===== src/rtl/imem_pkg.sv =====
// Shared definitions for the instruction-memory fetch block: FSM encoding,
// fault codes and the boot program image.
package imem_pkg;

  typedef logic [1:0] state_t;
  typedef logic [1:0] fault_t;

  localparam state_t ST_IDLE = 2'd0;
  localparam state_t ST_WAIT = 2'd1;
  localparam state_t ST_RESP = 2'd2;

  localparam fault_t FAULT_OK       = 2'b00;
  localparam fault_t FAULT_MISALIGN = 2'b01;
  localparam fault_t FAULT_RANGE    = 2'b10;

  localparam int BOOT_WORDS = 6;

  function automatic logic [31:0] boot_word(input int idx);
    case (idx)
      1:       return 32'h3402_0026;
      2:       return 32'h3403_0034;
      3:       return 32'h0062_8020;
      4:       return 32'hAE02_0001;
      5:       return 32'h8E03_0001;
      default: return 32'h0000_0000;
    endcase
  endfunction

endpackage


===== src/rtl/imem_array.sv =====
// Byte-organised little-endian instruction store: one synchronous read port,
// one write port, contents optionally preloaded and never touched by reset.
module imem_array
  import imem_pkg::*;
#(
  parameter int DEPTH_WORDS = 32,
  parameter bit INIT_EN     = 1'b1,
  localparam int AW         = (DEPTH_WORDS > 1) ? $clog2(DEPTH_WORDS) : 1
) (
  input  logic          clk,
  input  logic          we,
  input  logic [AW-1:0] waddr,
  input  logic [31:0]   wdata,
  input  logic          re,
  input  logic [AW-1:0] raddr,
  output logic [31:0]   rdata
);

  function automatic logic [DEPTH_WORDS*32-1:0] boot_image();
    logic [DEPTH_WORDS*32-1:0] img;
    img = '0;
    if (INIT_EN) begin
      for (int w = 0; w < BOOT_WORDS && w < DEPTH_WORDS; w++) begin
        img[w*32 +: 32] = boot_word(w);
      end
    end
    return img;
  endfunction

  // Byte at address A lives at bits A*8 +: 8, so word w bits 7:0 hold byte 4w.
  logic [DEPTH_WORDS*32-1:0] mem_q = boot_image();
  logic [DEPTH_WORDS*32-1:0] mem_d;
  logic [31:0]               rdata_q;
  logic [31:0]               rdata_d;

  always_comb begin
    mem_d = mem_q;
    if (we) begin
      for (int b = 0; b < 4; b++) begin
        mem_d[{waddr, 2'(b), 3'b000} +: 8] = wdata[b*8 +: 8];
      end
    end
    rdata_d = rdata_q;
    if (re) begin
      rdata_d = mem_q[{raddr, 5'b00000} +: 32];
    end
  end

  always_ff @(posedge clk) begin
    mem_q   <= mem_d;
    rdata_q <= rdata_d;
  end

  assign rdata = rdata_q;

endmodule


===== src/rtl/imem_fetch.sv =====
// Instruction fetch port with optional wait states, fault reporting and a
// program-load write port sharing the same byte-organised store.
module imem_fetch
  import imem_pkg::*;
#(
  parameter int DEPTH_WORDS = 32,
  parameter int WAIT_CYCLES = 0,
  parameter bit INIT_EN     = 1'b1
) (
  input  logic        clk,
  input  logic        rst,
  input  logic        req,
  input  logic [31:0] addr,
  output logic        ready,
  output logic [31:0] out,
  output logic        valid,
  output logic [1:0]  fault,
  input  logic        ld_en,
  input  logic [31:0] ld_addr,
  input  logic [31:0] ld_data
);

  localparam int          AW      = (DEPTH_WORDS > 1) ? $clog2(DEPTH_WORDS) : 1;
  localparam logic [31:0] LIMIT   = 32'(4 * DEPTH_WORDS);
  localparam logic [2:0]  WAIT_LD = 3'(WAIT_CYCLES);

  state_t      state_q, state_d;
  logic [2:0]  cnt_q, cnt_d;
  fault_t      pend_fault_q, pend_fault_d;
  logic [31:0] hold_out_q, hold_out_d;
  fault_t      hold_fault_q, hold_fault_d;

  logic        accept;
  fault_t      req_fault;
  logic        ld_ok;
  logic [31:0] rd_word;

  imem_array #(
    .DEPTH_WORDS (DEPTH_WORDS),
    .INIT_EN     (INIT_EN)
  ) u_array (
    .clk   (clk),
    .we    (ld_ok),
    .waddr (ld_addr[AW+1:2]),
    .wdata (ld_data),
    .re    (accept),
    .raddr (addr[AW+1:2]),
    .rdata (rd_word)
  );

  always_comb begin
    ld_ok = ld_en && (ld_addr[1:0] == 2'b00) && (ld_addr < LIMIT);

    ready  = (state_q != ST_WAIT);
    accept = req && ready;
    if (addr[1:0] != 2'b00) begin
      req_fault = FAULT_MISALIGN;
    end else if (addr >= LIMIT) begin
      req_fault = FAULT_RANGE;
    end else begin
      req_fault = FAULT_OK;
    end

    // The read port captured the word at the accept edge; outputs follow it
    // only while in RESP and otherwise replay the last response.
    valid = (state_q == ST_RESP);
    if (valid) begin
      out   = (pend_fault_q == FAULT_OK) ? rd_word : 32'h0;
      fault = pend_fault_q;
    end else begin
      out   = hold_out_q;
      fault = hold_fault_q;
    end
    hold_out_d   = out;
    hold_fault_d = fault;

    state_d      = state_q;
    cnt_d        = cnt_q;
    pend_fault_d = pend_fault_q;
    case (state_q)
      ST_WAIT: begin
        if (cnt_q <= 3'd1) begin
          state_d = ST_RESP;
          cnt_d   = 3'd0;
        end else begin
          cnt_d = cnt_q - 3'd1;
        end
      end
      default: begin
        if (accept) begin
          pend_fault_d = req_fault;
          if (WAIT_LD == 3'd0) begin
            state_d = ST_RESP;
          end else begin
            state_d = ST_WAIT;
            cnt_d   = WAIT_LD;
          end
        end else begin
          state_d = ST_IDLE;
        end
      end
    endcase
  end

  always_ff @(posedge clk or posedge rst) begin
    if (rst) begin
      state_q      <= ST_IDLE;
      cnt_q        <= 3'd0;
      pend_fault_q <= FAULT_OK;
      hold_out_q   <= 32'h0;
      hold_fault_q <= FAULT_OK;
    end else begin
      state_q      <= state_d;
      cnt_q        <= cnt_d;
      pend_fault_q <= pend_fault_d;
      hold_out_q   <= hold_out_d;
      hold_fault_q <= hold_fault_d;
    end
  end

endmodule


===== config.mk =====
export PLATFORM = sky130hd
export DESIGN_NAME = imem_fetch
export DESIGN_NICKNAME = d
export VERILOG_FILES = /design/src/rtl/imem_pkg.sv /design/src/rtl/imem_array.sv /design/src/rtl/imem_fetch.sv
export SDC_FILE = /design/constraint.sdc
export NUM_CORES = 2
export LEC_CHECK = 0
export BUFFER_PORTS_ARGS = -buffer_cell sky130_fd_sc_hd__buf_2
export CORE_MARGIN = 2
export CORE_UTILIZATION = 25
export CTS_CLUSTER_DIAMETER = 200
export DETAILED_ROUTE_END_ITERATION = 7
export MAX_ROUTING_LAYER = met4
export PLACE_DENSITY = 0.41
export SLEW_MARGIN = 40
export SYNTH_ARGS = -nofsm -noshare
export SYNTH_HDL_FRONTEND = slang
export SYNTH_SLANG_ARGS = --single-unit

===== constraint.sdc =====
create_clock -name clk -period 1.64 [get_ports clk]
set_input_delay 0.41 -clock clk [delete_from_list [all_inputs] [get_ports clk]]
set_output_delay 0.41 -clock clk [all_outputs]
set_load 0.02 [all_outputs]

## Yosys cells after proc, flatten, opt, wreduce, memory -nomap -nowiden

Cells that the tools add are included.

| storage, ports and cells | value |
|---|---|
| bits in registers | 1097 |
| memories kept | 0 |
| logic and storage cells | 49 |
| latch bits | 0 |
| ROM bits | 0 |
| memory bits (writable) | 0 |
| bits of input ports | 100 |

| operators by class | value |
|---|---|
| multiplexer cells | 13 |
| equal/unequal tests | 4 |
| $lt $le $gt $ge | 3 |
| shift operators | 9 |
| reduce and logical (&&, ||, !) cells | 7 |
| bitwise logic cells | 1 |
| $mul | 0 |
| divide/modulo/power cells | 0 |
| add/sub/neg operators | 5 |

Operators with widths:

| kind | count |
|---|---|
| $bwmux W1024 | 4 |
| $shift A8 B12 Y1024 const A | 4 |
| $shiftx A8 B12 Y1024 | 4 |
| $shiftx A1024 B11 Y32 | 1 |
| $mux W32 | 2 |
| $neg A10 Y12 | 4 |
| $ge A32 B8 Y1 const B | 1 |
| $lt A32 B8 Y1 const B | 1 |
| $mux W2 | 6 |
| $logic_not A2 Y1 | 2 |
| $le A3 B1 Y1 const B | 1 |
| $logic_and A1 B1 Y1 | 3 |
| $mux W3 | 1 |
| $sub A3 B1 Y3 const B | 1 |
| $eq A2 B1 Y1 const B | 1 |
| $eq A2 B2 Y1 const B | 1 |
| $ne A2 B1 Y1 const B | 1 |
| $ne A2 B2 Y1 const B | 1 |
| $reduce_and A2 Y1 | 1 |
| $reduce_bool A2 Y1 | 1 |
| $not A1 Y1 | 1 |

## Depth between registers and ports, before layout

| logic depth | value |
|---|---|
| word-level depth | 6 |
| mapped depth | 12 |
| mapped depth without buffers | 7 |

## Hierarchy

Synthesis repeated with hierarchy kept, for this count alone.

| unflattened totals | value |
|---|---|
| cell total of the unflattened synthesis | 3913 |
| area, all modules | 48632.9 µm² |

By module, submodules not included:

| module | cells each | area each (µm²) | instances | seq. area each (µm²) |
|---|---|---|---|---|
| imem_array | 3743 | 47048.9 | 1 | 31710.4 |
| imem_fetch | 170 | 1584.0 | 1 | 925.9 |

## Worst setup path before layout

OpenSTA, ideal clock, no wires.

| timing | value |
|---|---|
| path type | input to register |
| start | input ld_addr[2] |
| end | register u_array.mem_q[0] (enable) |
| library setup time | 373 ps |
| slack | -1728 ps |
| stages | 10 |
| arrival | 2995 ps |
| path through | buf_4 inv_1 buf_2 buf_1 ha_1 or3b_4 or2_1 buf_2 nor4b_4 nor2b_1 |

| on the way | value |
|---|---|
| longest elaborated chain between the ends | 2 |

Ends and longest elaborated chain:

| item | RTL line | RTL |
|---|---|---|
| start: declaration | imem_fetch.sv:19 | `input logic [31:0] ld_addr,` |
| $lt A32 B8 Y1 | imem_fetch.sv:52 | `ld_ok = ld_en && (ld_addr[1:0] == 2'b00) && (ld_addr < LIMIT);` |
| $logic_and A1 B1 Y1 | imem_fetch.sv:52 |  |
| end signal: assignment | imem_array.sv:50 | `mem_q <= mem_d;` |
| end: declaration | imem_array.sv:31 | `logic [DEPTH_WORDS*32-1:0] mem_q = boot_image();` |

No other way between the ends.
A chain may end at the register's enable or synchronous reset.

## Worst setup path after layout

| timing | value |
|---|---|
| start | register pend_fault_q[0] |
| end | output out[17] |

| on the way | value |
|---|---|
| longest elaborated chain between the ends | 3 |

Ends and longest elaborated chain:

| item | RTL line | RTL |
|---|---|---|
| start: declaration | imem_fetch.sv:29 | `fault_t pend_fault_q, pend_fault_d;` |
| start signal: assignment | imem_fetch.sv:115 | `pend_fault_q <= pend_fault_d;` |
| $logic_not A2 Y1 | imem_fetch.sv:68 | `out = (pend_fault_q == FAULT_OK) ? rd_word : 32'h0;` |
| $mux W32 | imem_fetch.sv:68 |  |
| $mux W32 | imem_fetch.sv:67 | `if (valid) begin` |
| end: declaration | imem_fetch.sv:15 | `output logic [31:0] out,` |

No other way between the ends.

==> flow_metrics.env <==
export IMPL_core_um2=192000
export IMPL_finClkSkew_ns=0.0455
export IMPL_die_w_um=444
export IMPL_die_area_um2=197000
export IMPL_placed_cells=6975
export IMPL_violations="negative setup slack"
export IMPL_max_cap_violations=0
export IMPL_yosysMostFrequentCell="edfxtp_1"
export IMPL_critical_path_required_ns=1.23
export IMPL_synth_main_ff_cell="edfxtp_1"
export IMPL_top_layer_used="met4"
export IMPL_drc=0
export IMPL_setup_ws_ns=-0.979
export IMPL_async_flop_share=0.0339
export IMPL_power_uw=64300
export IMPL_cp_start_kind="flip-flop"
export IMPL_drive_gt1_frac=0.272
export IMPL_whs_path_depth=5
export IMPL_synthTopCellsByArea="edfxtp_1 (66%), mux2i_1 (11%), nor2_1 (7.8%)"
export IMPL_r2r_start="u_array.mem_q[88]$_DFFE_PP_"
export IMPL_wl_met2_mm=96.0
export IMPL_antenna_left=0
export IMPL_clock_sinks=1093
export IMPL_cts_root_buffer_cell="clkbuf_16"
export IMPL_rsz0062_at_grt="yes"
export IMPL_status="finished, violations left"
export IMPL_reg2reg_slack_ns=-0.06
export IMPL_start_util=0.252
export IMPL_yosysTopAreaCell="edfxtp_1"
export IMPL_relSlewSlack=0.506
export IMPL_final_cells=7295
export IMPL_yosysSeqAreaShare=0.674
export IMPL_wl_met3_mm=12.6
export IMPL_worst_hold_path_endpoint="pend_fault_q[1]$_DFFE_PP0P_"
export IMPL_rr_endpoint="u_array.rdata[24]$_DFFE_PP_"
export IMPL_cts_buffer_depth=3
export IMPL_reg2reg_depth=6
export IMPL_powerDensity_nw_per_um2=984
export IMPL_worstHoldStart="addr[12]"
export IMPL_grt_max_degree=49
export IMPL_cts_clk_slew_worst_paths_ns=0.06
export IMPL_critPathArrivalTime_ns=2.21
export IMPL_synthTopCellsByCount="edfxtp_1 (1056), nor2_1 (1000), mux2i_1 (512), nand2_1 (312), clkbuf_1 (160)"
export IMPL_slew_viol_final=0
export IMPL_synth_area_um2=48400
export IMPL_final_nets=4768
export IMPL_drtIter0Drc=3678
export IMPL_wl_mm=201
export IMPL_cts_buffers=134
export IMPL_critPathKind="reg -> out"
export IMPL_synth_enable_flop_cells=1056
export IMPL_cts_tree="done"
export IMPL_tightest_slew_ns=0.741
export IMPL_portBuffers=134
export IMPL_yosysWarnings=0
export IMPL_drtPass1Iterations=6
export IMPL_vias=34781
export IMPL_end_kind="output pin"
export IMPL_wire_per_inst_um=27.6
export IMPL_crit_fanout=7
export IMPL_post_route_period_util=1.60
export IMPL_fin_util=0.340
export IMPL_ios=136
export IMPL_synth_area_per_cell_um2=12.3
export IMPL_max_clock_freq_ghz=0.382
export IMPL_die_h_um=444
export IMPL_insertion_delay_ns=0.82
export IMPL_ys_seq_elements=1093
export IMPL_grt_pass1_wl_mm=274
export IMPL_syn_num_nets=4042
export IMPL_grt_use_total=0.204
export IMPL_period_needed_ns=2.62
export IMPL_htree_levels=4
export IMPL_first_global_vias=34638
export IMPL_antenna_found_initial=13
export IMPL_dp_hpwl_mm=138
export IMPL_setup_viol=311
export IMPL_area_growth_pct=35.0
export IMPL_viasPerCell=4.77
export IMPL_hold_violations=0
export IMPL_synth_top_area_share=0.655
export IMPL_yosys_cell_types_count=45
export IMPL_leakage_uw=0.0213
export IMPL_overflow=0
export IMPL_ir_drop_v=0.000815
export IMPL_row_count=161
export IMPL_pre_cts_slack_ns=-1.05
export IMPL_hp_class="in -> reg"
export IMPL_synthCells=3936
export IMPL_wl_met1_mm=87.9
export IMPL_routabilityCongestion=0.890
-- repair_timing --
action,4_1_cts,5_1_grt
setup buffers,8,45
setup endpoints to repair,415,914
gates cloned,3,14
pin swaps,34,47
hold endpoints to repair,41,0
resized for setup,199,122
hold buffers,13,0
-- cells in the final DEF (no fill, tap or decap), drive strengths merged, types with 33 or more instances in the layout --
| cell type | instances |
|---|---|
| dfrtp | 37 |
| mux2i | 512 |
| edfxtp | 1056 |
| a21oi | 98 |
| a22oi | 96 |
| nor2 | 1000 |
| o21ai | 36 |
| clkinv | 49 |
| inv | 47 |
| a31oi | 33 |
| nor3 | 64 |
| a22o | 64 |
| nand3 | 149 |
| nand2 | 312 |
| clkbuf | 190 |
| buf | 828 |
| and2 | 94 |
-- report_power, final --
part           total, uW  switching (uW)  internal (uW)  leakage [uW]
clock network      28600           12600          16000       0.00201
logic               5300            3270           2030        0.0114
registers          30400            53.5          30400       0.00788
-- worst max-delay path, stage by stage (launching register included) --
cell	delay (ns)
dfrtp_1	0.41
nor3b_4	0.22
buf_12	0.18
buf_16	0.20
buf_12	0.13
nand2_4	0.04
o21ai_4	0.06
buf_6	0.15
-- area by class of cell --
type	count	area, um^2
tap	2526	3160
clock inverter	62	633
sequential	1093	32600
multi-input combinational	2542	16100
inverter	39	151
timing repair buffer	852	9140
antenna	3	7.51
clock buffer	178	3530
fill	19032	127000
-- worst max path at each step --
stage	endpoint	start	depth (start not counted)	slack, ns
5_1_grt	out[17]	pend_fault_q[0]$_DFFE_PP0P_	7	-1.07
3_3_place_gp	u_array.mem_q[549]$_DFFE_PP_	ld_addr[1]	8	-1.02
3_5_place_dp	u_array.mem_q[548]$_DFFE_PP_	ld_addr[1]	8	-1.05
2_1_floorplan	u_array.mem_q[544]$_DFFE_PP_	ld_addr[2]	11	-1.05
4_1_cts	out[0]	pend_fault_q[0]$_DFFE_PP0P_	7	-1.14
6_report	out[17]	pend_fault_q[0]$_DFFE_PP0P_	7	-0.98
-- state kept, by name, summed over array words and instances, names as in the netlist --
signal / cells
state_q: 1
u_array.rdata: 32
pend_fault_q: 2
hold_out_q: 32
u_array.mem_q: 1024
hold_fault_q: 2
-- per-layer routing --
metal / global-route usage / vias up
li1: - / 15603
met1: 0.271 / 17754
met2: 0.327 / 1190
met3: 0.0289 / 234
met4: 0.0529 / 0
met5: - / -
-- cell families after synthesis --
kind of cell,share of synthesized area
muxes,0.106
adders and majority gates,0.00155
AOI/OAI and AO/OA,0.0450
and+or+nand+nor,0.147
DFF,0.674
other,0.0000775
xor gates and xnor gates,0.000336
buffers and inverters,0.0257
-- stage by stage --
stage	instance area (um^2)	setup TNS, ns	hold WS (ns)
after global placement	59000	-1491.59	0.472
after detailed placement	59000	-1503.67	0.468
final	65300	-43.21	0.0284
after global routing	65300	-75.96	0.0399
after CTS	64000	-35.31	0.00696
after floorplan	49400	-956.41	0.441
No activity file was read; power rests on OpenSTA's default activity.
